===== config.mk =====
export PLATFORM = sky130hd
export DESIGN_NAME = sensor_err_monitor
export DESIGN_NICKNAME = d
export VERILOG_FILES = /design/src/rtl/sensor_err_monitor.sv
export SDC_FILE = /design/constraint.sdc
export NUM_CORES = 1
export LEC_CHECK = 0
export BUFFER_PORTS_ARGS = -buffer_cell sky130_fd_sc_hd__buf_2
export CORE_MARGIN = 2
export CORE_UTILIZATION = 40
export DETAILED_ROUTE_END_ITERATION = 12
export HOLD_SLACK_MARGIN = 0.12
export PLACE_DENSITY = 0.65
export SLEW_MARGIN = 5
export SYNTH_ARGS = -nofsm -noshare
export SYNTH_HDL_FRONTEND = slang
export SYNTH_SLANG_ARGS = --single-unit

===== constraint.sdc =====
create_clock -name clk -period 4.64 [get_ports clk]
set_input_delay 0.928 -clock clk [delete_from_list [all_inputs] [get_ports clk]]
set_output_delay 0.928 -clock clk [all_outputs]
set_load 0.1 [all_outputs]

===== src/rtl/sensor_err_monitor.sv =====
// sensor_err_monitor: synchronizes and debounces the sensor error, raising a sticky alarm
// with a sensor snapshot, an entry strobe and a saturating event count.
module sensor_err_monitor #(
    parameter int DEBOUNCE_CYCLES = 4,
    parameter int CNT_WIDTH       = 8
) (
    input  logic                 clk,
    input  logic                 n_rst,
    input  logic                 error_in,
    input  logic [3:0]           sensors,
    input  logic                 clear,
    output logic                 alarm,
    output logic                 err_pulse,
    output logic [3:0]           snapshot,
    output logic [CNT_WIDTH-1:0] err_count
);
    typedef enum logic [1:0] {IDLE, QUALIFY, ALARM} state_t;

    localparam logic [3:0]           QMAX    = 4'(DEBOUNCE_CYCLES - 1);
    localparam logic [CNT_WIDTH-1:0] CNT_MAX = '1;

    state_t               state_q, state_d;
    logic [3:0]           qcnt_q, qcnt_d;
    logic                 err_meta_q, err_sync_q;
    logic [3:0]           sens_meta_q, sens_sync_q;
    logic                 alarm_q, alarm_d;
    logic                 pulse_q, pulse_d;
    logic [3:0]           snapshot_q, snapshot_d;
    logic [CNT_WIDTH-1:0] count_q, count_d;
    logic                 enter;

    always_comb begin
        state_d = state_q;
        qcnt_d  = qcnt_q;
        enter   = 1'b0;
        case (state_q)
            IDLE: if (err_sync_q) begin
                state_d = QUALIFY;
                qcnt_d  = 4'd1;
            end
            QUALIFY: if (!err_sync_q) begin
                state_d = IDLE;
                qcnt_d  = 4'd0;
            end else if (qcnt_q == QMAX) begin
                state_d = ALARM;
                enter   = 1'b1;
            end else begin
                qcnt_d = qcnt_q + 4'd1;
            end
            ALARM: if (clear && !err_sync_q) begin
                state_d = IDLE;
                qcnt_d  = 4'd0;
            end
            default: begin
                state_d = IDLE;
                qcnt_d  = 4'd0;
            end
        endcase
        // Only the entry edge updates the capture and the counter, so one episode counts once.
        snapshot_d = enter ? sens_sync_q : snapshot_q;
        count_d    = (enter && count_q != CNT_MAX) ? count_q + 1'b1 : count_q;
        pulse_d    = enter;
        alarm_d    = (state_d == ALARM);
    end

    always_ff @(posedge clk or negedge n_rst) begin
        if (!n_rst) begin
            err_meta_q  <= 1'b0;
            err_sync_q  <= 1'b0;
            sens_meta_q <= 4'b0;
            sens_sync_q <= 4'b0;
            state_q     <= IDLE;
            qcnt_q      <= 4'd0;
            alarm_q     <= 1'b0;
            pulse_q     <= 1'b0;
            snapshot_q  <= 4'b0;
            count_q     <= '0;
        end else begin
            err_meta_q  <= error_in;
            err_sync_q  <= err_meta_q;
            sens_meta_q <= sensors;
            sens_sync_q <= sens_meta_q;
            state_q     <= state_d;
            qcnt_q      <= qcnt_d;
            alarm_q     <= alarm_d;
            pulse_q     <= pulse_d;
            snapshot_q  <= snapshot_d;
            count_q     <= count_d;
        end
    end

    assign alarm     = alarm_q;
    assign err_pulse = pulse_q;
    assign snapshot  = snapshot_q;
    assign err_count = count_q;
endmodule


After elaboration in Yosys (flattened, before gate mapping). Cells that the tools add are included. Widths: inputs -> output; s select.

Flip-flop bits (word level): 30.

Multiplexer cells: 13. Add/sub/neg operators: 2. Reduce and logical (&&, ||, !) cells: 5. Equality and inequality tests: 8.

Operators with widths (number): $mux 4 (4); $pmux 4 s3 (1); $add 8x1->8 const B (1); $mux 2 (4); $ne 8x8->1 const B (1); $pmux 2 s3 (1); $add 4x1->4 const B (1); $eq 2x2->1 const B (2); $eq 4x2->1 const B (1); $ne 2x2->1 const B (2); $mux 1 (3); $ne 3x3->1 const B (1); $reduce_and 3->1 (1); $eq 2x1->1 const B (1); $logic_and 1x1->1 (2); $logic_not 2->1 (1); $logic_not 1->1 (1).

Depth between registers and ports, before layout. Gate-level depths: netlist of run 1.

Depth in word-level cells: 5. Depth in mapped cells: 6.

Least setup slack after synthesis of run 1. No wires, ideal clock.

Path type: register to register. Start point: register count_q[0] (netlist: err_count[0]). End point: register count_q[6] (netlist: err_count[6]). Library setup time: 0.126 ns. Stages on the path, launching flop included: 6. Data arrival time: 2.181 ns. Required time: 4.514 ns. Setup slack: 2.334 ns. Cells stage by stage: dfrtp_1 ha_1 nand3_1 or2_2 nor2_1 mux2_2.

Longest elaborated chain between the ends: 2. Elaborated cells on any way between the ends: 3. Classes of those cells: 1 x add/sub; 1 x eq/ne; 1 x reduce/logical.

Ends and longest elaborated chain: start: declaration (RTL line 29) `logic [CNT_WIDTH-1:0] count_q, count_d;`; start signal: assignment (RTL line 88) `count_q <= count_d;`; branches (longest 2 deep; another with $add 8x1->8).

Several ways; the timed one is not identified. A chain may end at the register's enable or synchronous reset.

Worst setup path in the final report of run 1.
Start point: register count_q[2] (netlist: err_count[2]). End point: output port err_count[2].

RTL lines: end: declaration (RTL line 15) `output logic [CNT_WIDTH-1:0] err_count`.

No word-level cell between the ends.

==> results of run 1 <==
==> metal layers <==
metal  share of wire  vias up  global-route usage
met3           0.047        5              0.0459
met4           0.020        0              0.0714
met1            0.43      392               0.165
met2            0.50       19               0.208
li1                -      369                   -
met5               0        -                   0
==> worst max path at each step <==
stage / startpoint / end / slack [ns]
3_3_place_gp: clear / qcnt_q[2]$_DFFE_PN0P_ / 2.79
6_report: err_count[2]$_DFFE_PN0P_ / err_count[2] / 2.49
4_1_cts: err_count[2]$_DFFE_PN0P_ / err_count[2] / 2.46
3_5_place_dp: clear / qcnt_q[3]$_DFFE_PN0P_ / 2.70
2_1_floorplan: err_count[0]$_DFFE_PN0P_ / err_count[6]$_DFFE_PN0P_ / 2.33
5_1_grt: err_count[2]$_DFFE_PN0P_ / err_count[2] / 2.42
==> report_power, final <==
part / internal (uW) / leakage (uW) / switching [uW]
registers: 299 / 0.000384 / 30.2
clock network: 183 / 0.0000585 / 88.5
logic: 53.5 / 0.000305 / 222
total: 535 / 0.000747 / 340
==> synth_stat cells (3+ instances only) <==
master / count / share of area
nand2_1: 4 / 0.012
nor2b_1: 3 / 0.015
xor2_1: 5 / 0.036
dfrtp_1: 30 / 0.62
o31ai_1: 4 / 0.025
nand3_1: 5 / 0.021
mux2_2: 6 / 0.056
nor3_1: 3 / 0.012
==> flip-flops by register name (all words and copies together), names as in the netlist <==
| register | cells |
|---|---|
| sens_sync_q | 4 |
| qcnt_q | 4 |
| err_pulse | 1 |
| alarm | 1 |
| snapshot | 4 |
| err_meta_q | 1 |
| state_q | 2 |
| err_sync_q | 1 |
| sens_meta_q | 4 |
| err_count | 8 |
==> cells by family (layout without fill, tap and decap cells) <==
| family | Yosys count | count (layout) | share of synthesized area |
|---|---|---|---|
| compound gates | 11 | 11 | 0.0680 |
| xor+xnor | 5 | 5 | 0.0360 |
| fa+ha+maj | 2 | 2 | 0.0206 |
| buf+inv | 3 | 31 | 0.0154 |
| flops | 30 | 30 | 0.618 |
| mux | 7 | 7 | 0.0680 |
| simple gates | 31 | 31 | 0.174 |
==> through the flow <==
step / power, uW / setup slack [ns]
2_1_floorplan: 562 / 2.33
3_3_place_gp: 608 / 2.79
3_5_place_dp: 611 / 2.70
4_1_cts: 886 / 2.46
5_1_grt: 912 / 2.42
6_report: 875 / 2.49
==> final cells by class <==
cell class | count | area share
Sequential cell | 30 | 0.515
Clock buffer | 6 | 0.0352
Inverter | 2 | 0.00515
Clock inverter | 2 | 0.0412
Timing Repair Buffer | 21 | 0.0720
Multi-Input combinational cell | 56 | 0.305
Tap cell | 31 | 0.0266
==> results_dict.tcl, run 1 <==
set metrics [dict create \
    run_status "completed" \
    hold_path_class "flip-flop to flip-flop" \
    startpoint_type "flip-flop" \
    wl_per_cell_um 13.1 \
    critPathSlowestCell "buf_2" \
    drt_iter0_markers 24 \
    gp_congestion 0.700 \
    slew_viol_final 0 \
    grt_max_degree 31 \
    ys.warnings.count 0 \
    reg2reg_from "qcnt_q[0]$_DFFE_PN0P_" \
    hold_path_depth 0 \
    die_h_um 59.1 \
    dp_cells 140 \
    syn_inst 89 \
    synth_edf_count 0 \
    hold_start "err_meta_q$_DFF_PN0_" \
    fin_setup_tns_ns 0 \
    p_per_area_nw_per_um2 600 \
    die_w_um 59.1 \
    ys.flop_type "dfrtp_1" \
    final_cells 148 \
    yosys.cell_types.count 31 \
    die_area_um2 3490 \
    path_class "flip-flop to output port" \
    finalHoldViolCount 0 \
    drc 0 \
    cp_top_family "buffers and inverters" \
    nets 126 \
    finalSetupViolCount 0 \
    dp_hpwl_um 1320 \
    synth_seq_cells 30 \
    cp.required_ns 3.71 \
    clock_path_buffers 2 \
    clock_sink_count 30 \
    critPathMaxStageDelay_ns 0.46 \
    cts_tree "yes" \
    final_common_cell "dfrtp_1" \
    initial_core_util 0.429 \
    firstDrtPassIters 4 \
    portBuffers 21 \
    grt_pass1_wl_um 3410 \
    path_max_fanout 5 \
    cp.arrival_ns 1.22 \
    p_leak_uw 0.000747 \
    ys_seq_area_frac 0.618 \
    crit_chain "buf_2" \
    cts-root-buf "clkbuf_4" \
    regArea_um2 751 \
    path_depth 1 \
    post-cts-setup-buffer-count 0 \
    grt_overflow 0 \
    fin_crit_sh 0.463 \
    layout-drive-gt1-share 0.376 \
    avgSynthCellArea_um2 13.7 \
    viasPerCell 5.30 \
    worst_pin_slew_ns 0.636 \
    relSlewSlack 0.576 \
    antenna_found_initial 0 \
    vias 785 \
    final_area_um2 1460 \
    num_rows 19 \
    cts_made_buffers 5 \
    multiInputGateArea_um2 445 \
    postCtsHoldBufs 0 \
    routed_wirelength_um 1940 \
    fillers 251 \
    postRouteAntennaNets 0 \
    syn_area_um2 1210 \
    grt_setup_unrepaired "no" \
    place_area_um2 1350 \
    vdd_ir_drop_max_mv 0.297 \
    synth_async_sr_flop_share 1.00 \
    core_um2 2830 \
    clk_latency_ns 0.32 \
    grt_usage 0.134 \
    path_buf_inv 1 \
    reg2reg_depth 5 \
    grt_pass1_vias 759 \
    min_period_ns 2.15 \
    antenna_cells 0 \
    mostFrequentLayoutCells "30 x dfrtp_1, 21 x buf_2, 6 x mux2_2" \
    area_growth_pct 20.1 \
    ff2ff_setup_slack_ns 2.89 \
    fin_util 0.516 \
    r2r-end "err_count[7]$_DFFE_PN0P_" \
    synth.net_count 99 \
    cp-end-kind "output port" \
    min_to "err_sync_q$_DFF_PN0_" \
    ios 22 \
    fmax_ghz 0.465 \
    whs_ns 0.346 \
    drv_cap 0 \
    clock_skew_ns 0.0114 \
    path_clk_slew_ns 0.10 \
    cts.htree.levels 2 \
    cts_resized 0 \
]
Note: power is estimated with default switching activity, not from simulation.
==> inputs of run 2 (changes only) <==
--- a/config.mk
+++ b/config.mk
@@ -10,7 +10,7 @@
 export CORE_UTILIZATION = 40
 export DETAILED_ROUTE_END_ITERATION = 12
 export HOLD_SLACK_MARGIN = 0.12
-export PLACE_DENSITY = 0.65
+export PLACE_DENSITY = 0.67
 export SLEW_MARGIN = 5
 export SYNTH_ARGS = -nofsm -noshare
 export SYNTH_HDL_FRONTEND = slang
==> constraint.sdc (replaced) <==
create_clock -name clk -period 1.8 [get_ports clk]
set_input_delay 0.36 -clock clk [delete_from_list [all_inputs] [get_ports clk]]
set_output_delay 0.36 -clock clk [all_outputs]
set_load 0.1 [all_outputs]
==> run 2 against run 1 <==
Compared with the run above:
- first-iteration DRC count shrank 29%
- total power grew 130%
- via count grew 2.5%
- cell area grew 2.6%
- wire length grew 6.0%
- die area is the same
- largest cell class unchanged
==> results_dict.tcl, run 2 (same netlist as run 1, synthesis figures left out) <==
set metrics [dict create \
    run_status "completed" \
    layout_setup_ws_ns 0.120 \
    largest_reg_flops 8 \
    vias 805 \
    cts.htree.levels 2 \
    clock_path_buffers 2 \
    slew_viol_final 0 \
    clock_sink_count 30 \
    p_leak_uw 0.000740 \
    nets 134 \
    cp.required_ns 2.02 \
    place_area_um2 1370 \
    mostFrequentLayoutCells "22 x dfrtp_1, 21 x buf_2, 6 x mux2_2, 6 x dfrtp_2, 6 x dlygate4sd3_1" \
    finalPower_uw 2000 \
    fin_crit_sh 0.934 \
    clk_latency_ns 0.34 \
    die_w_um 59.1 \
    place_ws_ns 0.0848 \
    finalSetupViolCount 0 \
    ios 22 \
    cp.arrival_ns 1.90 \
    grt_overflow 0 \
    grt_pass1_vias 808 \
    dp_hpwl_um 1420 \
    path_class "flip-flop to flip-flop" \
    num_rows 19 \
    path_max_fanout 5 \
    drt_iter0_markers 17 \
    die_h_um 59.1 \
    fin_util 0.529 \
    routed_wirelength_um 2060 \
    grt_setup_unrepaired "no" \
    grt_pass1_wl_um 3610 \
    gp_congestion 0.802 \
    drc 0 \
    combPwrFrac 0.373 \
    cts_tree "yes" \
    relSlewSlack 0.569 \
    clock_skew_ns 0.00866 \
    hold_path_class "flip-flop to flip-flop" \
    cts_made_buffers 5 \
    clkPwrFrac 0.200 \
    postRouteAntennaNets 0 \
    final_area_um2 1500 \
    fmax_ghz 0.595 \
    finalHoldViolCount 0 \
    path_clk_slew_ns 0.10 \
    drv_cap 0 \
    firstDrtPassIters 4 \
    die_area_um2 3490 \
    internal_power_uw 1100 \
    vdd_ir_drop_max_mv 0.836 \
    switchingPower_uw 908 \
    seq_power_share 0.427 \
    worst_pin_slew_ns 0.646 \
    antenna_cells 0 \
    cp-end-kind "flip-flop" \
    final_common_cell "dfrtp_1" \
    p_sw_frac 0.453 \
    antenna_found_initial 0 \
    area_growth_pct 23.2 \
    cts-root-buf "clkbuf_4" \
    layout-drive-gt1-share 0.432 \
    grt_usage 0.143 \
    wl_per_cell_um 13.2 \
    viasPerCell 5.16 \
    initial_core_util 0.429 \
    core_um2 2830 \
    grt_max_degree 31 \
    min_period_ns 1.68 \
    portBuffers 21 \
    startpoint_type "flip-flop" \
    p_per_area_nw_per_um2 1340 \
]
run 2: changes by cell type in the layout (fill, tap and decap cells not counted), sizes merged:
cell and delta:
clkinvlp +1, clkbuf -1, dlygate4sd3 +6, buf +2, bufinv -2, clkinv +2
run 2: power groups by stage:
stage          combinational (uW)  clock [uW]  sequential (uW)
2_1_floorplan                 146           0             1320
4_1_cts                       731         423              862
6_report                      746         401              856
3_5_place_dp                  720           0              876
3_3_place_gp                  712           0              867
5_1_grt                       787         455              871
run 2: repair_timing:
item | CTS | global route
setup buffers | 0 | 1
hold endpoints to repair | 35 | 0
setup endpoints to repair | 0 | 1
gates resized for setup | 0 | 0
hold buffers | 6 | 0
run 2: worst paths after layout:
check	cells after the start	start	slack [ns]	endpoint
setup / recovery	5	err_count[0]$_DFFE_PN0P_	0.12	err_count[6]$_DFFE_PN0P_
hold / removal	0	sens_meta_q[3]$_DFF_PN0_	0.36	sens_sync_q[3]$_DFF_PN0_
setup reg to reg	5	err_count[0]$_DFFE_PN0P_	0.12	err_count[6]$_DFFE_PN0P_
hold reg to reg	0	sens_meta_q[3]$_DFF_PN0_	0.36	sens_sync_q[3]$_DFF_PN0_
max in group asynchronous	2	n_rst	0.75	err_count[0]$_DFFE_PN0P_
min in group asynchronous	2	n_rst	0.58	err_pulse$_DFF_PN0_
run 2: layer usage:
metal  share of wire  wire [um]  up-vias  GRT usage
li1                -          -      388          -
met2            0.46        955       19      0.222
met1            0.46        954      393      0.163
met5               0          0        -          0
met3           0.050        104        5     0.0699
met4           0.022         45        0     0.0747
run 2: worst max-delay path: stages, from the launching register on:
cell and delay, ns:
dfrtp_4 0.45, ha_1 0.16, nand3_1 0.15, or2_2 0.34, nor2_1 0.13, mux2_2 0.34
run 2: per-stage QoR:
stage | instances | hold slack (ns) | setup TNS, ns
after detailed placement | 141 | 0.335 | 0
after global placement | 141 | 0.332 | 0
after CTS | 155 | 0.359 | 0
final | 156 | 0.357 | 0
after floorplan | 89 | 0.0644 | -0.0594
after global routing | 156 | 0.372 | 0
run 2: final cells by class:
type                            count  area, um^2
Fill cell                         261        1330
Sequential cell                    30         766
Multi-Input combinational cell     56         445
Timing Repair Buffer               29         180
Tap cell                           31        38.8
Clock buffer                        5        37.5
Clock inverter                      3        21.3
Inverter                            2        7.51
==> inputs of run 3 (changes only) <==
--- a/config.mk
+++ b/config.mk
@@ -6,11 +6,13 @@
 export NUM_CORES = 1
 export LEC_CHECK = 0
 export BUFFER_PORTS_ARGS = -buffer_cell sky130_fd_sc_hd__buf_2
+export CELL_PAD_IN_SITES_DETAIL_PLACEMENT = 0
+export CELL_PAD_IN_SITES_GLOBAL_PLACEMENT = 2
 export CORE_MARGIN = 2
-export CORE_UTILIZATION = 40
+export CORE_UTILIZATION = 33
 export DETAILED_ROUTE_END_ITERATION = 12
 export HOLD_SLACK_MARGIN = 0.12
-export PLACE_DENSITY = 0.67
+export PLACE_DENSITY = 0.77
 export SLEW_MARGIN = 5
 export SYNTH_ARGS = -nofsm -noshare
 export SYNTH_HDL_FRONTEND = slang
==> run 3 against run 2 <==
Compared with the run above:
- maximum frequency shrank 1.8%
- total power grew 20%
- clock power grew 110%
- sequential cell count is the same
- core utilization shrank 10 points
- critical endpoint is now err_count[7]$_DFFE_PN0P_
- largest power group unchanged
==> results_dict.tcl, run 3 (same netlist as run 1, synthesis figures left out) <==
set metrics [dict create \
    run_status "completed" \
    mostFrequentLayoutCells "22 x dfrtp_1, 21 x buf_2, 6 x mux2_2, 6 x clkbuf_8, 6 x dfrtp_2" \
    clk_latency_ns 0.28 \
    routed_wirelength_um 2010 \
    drt_iter0_markers 26 \
    cts-root-buf "clkbuf_8" \
    layout_setup_ws_ns 0.0894 \
    dp_hpwl_um 1370 \
    min_period_ns 1.71 \
    firstDrtPassIters 4 \
    clock_path_buffers 2 \
    antenna_found_initial 0 \
    cts.htree.levels 2 \
    final_area_um2 1530 \
    grt_max_degree 31 \
    grt_setup_unrepaired "no" \
    wl_per_cell_um 12.1 \
    viasPerCell 4.66 \
    antenna_cells 0 \
    layout-drive-gt1-share 0.449 \
    post-cts-setup-buffer-count 0 \
    ios 22 \
    cts_resized 0 \
    clock_skew_ns 0.00263 \
    vias 774 \
    whs_ns 0.117 \
    finalSetupViolCount 0 \
    initial_core_util 0.337 \
    p_leak_uw 0.000751 \
    grt_pass1_vias 762 \
    relSlewSlack 0.553 \
    place_ws_ns 0.0918 \
    num_rows 22 \
    path_max_fanout 8 \
    fmax_ghz 0.585 \
    gp_congestion 0.808 \
    drv_cap 0 \
    dp_cells 158 \
    grt_usage 0.115 \
    area_growth_pct 26.3 \
    worst_pin_slew_ns 0.671 \
    grt_pass1_wl_um 3530 \
    postRouteAntennaNets 0 \
    cp-end-kind "flip-flop" \
    vdd_ir_drop_max_mv 0.658 \
    place_area_um2 1390 \
    startpoint_type "flip-flop" \
    portBuffers 21 \
    final_common_cell "dfrtp_1" \
    clock_sink_count 30 \
    path_clk_slew_ns 0.06 \
    hold_path_class "input port to asynchronous set/reset pin" \
    drc 0 \
    slew_viol_final 0 \
    cp.arrival_ns 1.87 \
    finalHoldViolCount 0 \
    core_um2 3610 \
    die_h_um 64.7 \
    postCtsHoldBufs 0 \
    die_area_um2 4180 \
    fillers 341 \
    die_w_um 64.7 \
    cts_made_buffers 5 \
    nets 127 \
    path_class "flip-flop to flip-flop" \
    fin_crit_sh 0.950 \
    grt_overflow 0 \
    final_cells 166 \
    cp.required_ns 1.96 \
    p_per_area_nw_per_um2 1570 \
    cts_tree "yes" \
    largest_reg_flops 8 \
]
run 3: stage by stage:
stage	TNS [ns]	util	total power, uW
after floorplan	-0.0594	-	1460
after global placement	0	0.386	1580
after detailed placement	0	0.386	1590
after CTS	0	0.425	2440
after global routing	0	0.425	2520
final	0	0.425	2410
run 3: power breakdown:
group | switching [uW] | internal, uW
Combinational | 575 | 141
Clock | 243 | 590
Sequential | 75.2 | 784
Total | 894 | 1510
run 3: final timing paths:
check                                      startpoint                  endpoint  slack [ns]  cells after the start
worst min register to register   err_meta_q$_DFF_PN0_      err_sync_q$_DFF_PN0_        0.35                      0
worst max register to register  qcnt_q[0]$_DFFE_PN0P_  err_count[7]$_DFFE_PN0P_        0.09                      5
worst max-delay path            qcnt_q[0]$_DFFE_PN0P_  err_count[7]$_DFFE_PN0P_        0.09                      5
min in group clk                           sensors[2]  sens_meta_q[2]$_DFF_PN0_        0.19                      1
worst min-delay path                            n_rst     qcnt_q[2]$_DFFE_PN0P_        0.12                      1
max in group asynchronous                       n_rst  err_count[0]$_DFFE_PN0P_        1.18                      1
run 3: area by class of cell:
type | instances | area (um^2) | area share
inverters | 2 | 7.51 | 0.00489
well taps | 48 | 60.1 | 0.0392
repair buffers | 22 | 113 | 0.0734
clock buffers | 6 | 82.6 | 0.0538
multi-input cells | 56 | 445 | 0.290
clock inverters | 2 | 60.1 | 0.0392
flip-flops and latches | 30 | 766 | 0.499
run 3: metal layers:
layer / vias up / track usage / share of wire
li1: 370 / - / -
met1: 382 / 0.141 / 0.47
met2: 20 / 0.172 / 0.47
met3: 2 / 0.0521 / 0.053
met4: 0 / 0.0559 / 0.0060
met5: - / 0 / 0
run 3: critical path, stage by stage, from the launching register on:
cell,delay (ns)
dfrtp_1,0.42
ha_1,0.23
and4bb_4,0.28
nand2_4,0.10
nor3_1,0.21
mux2_2,0.35
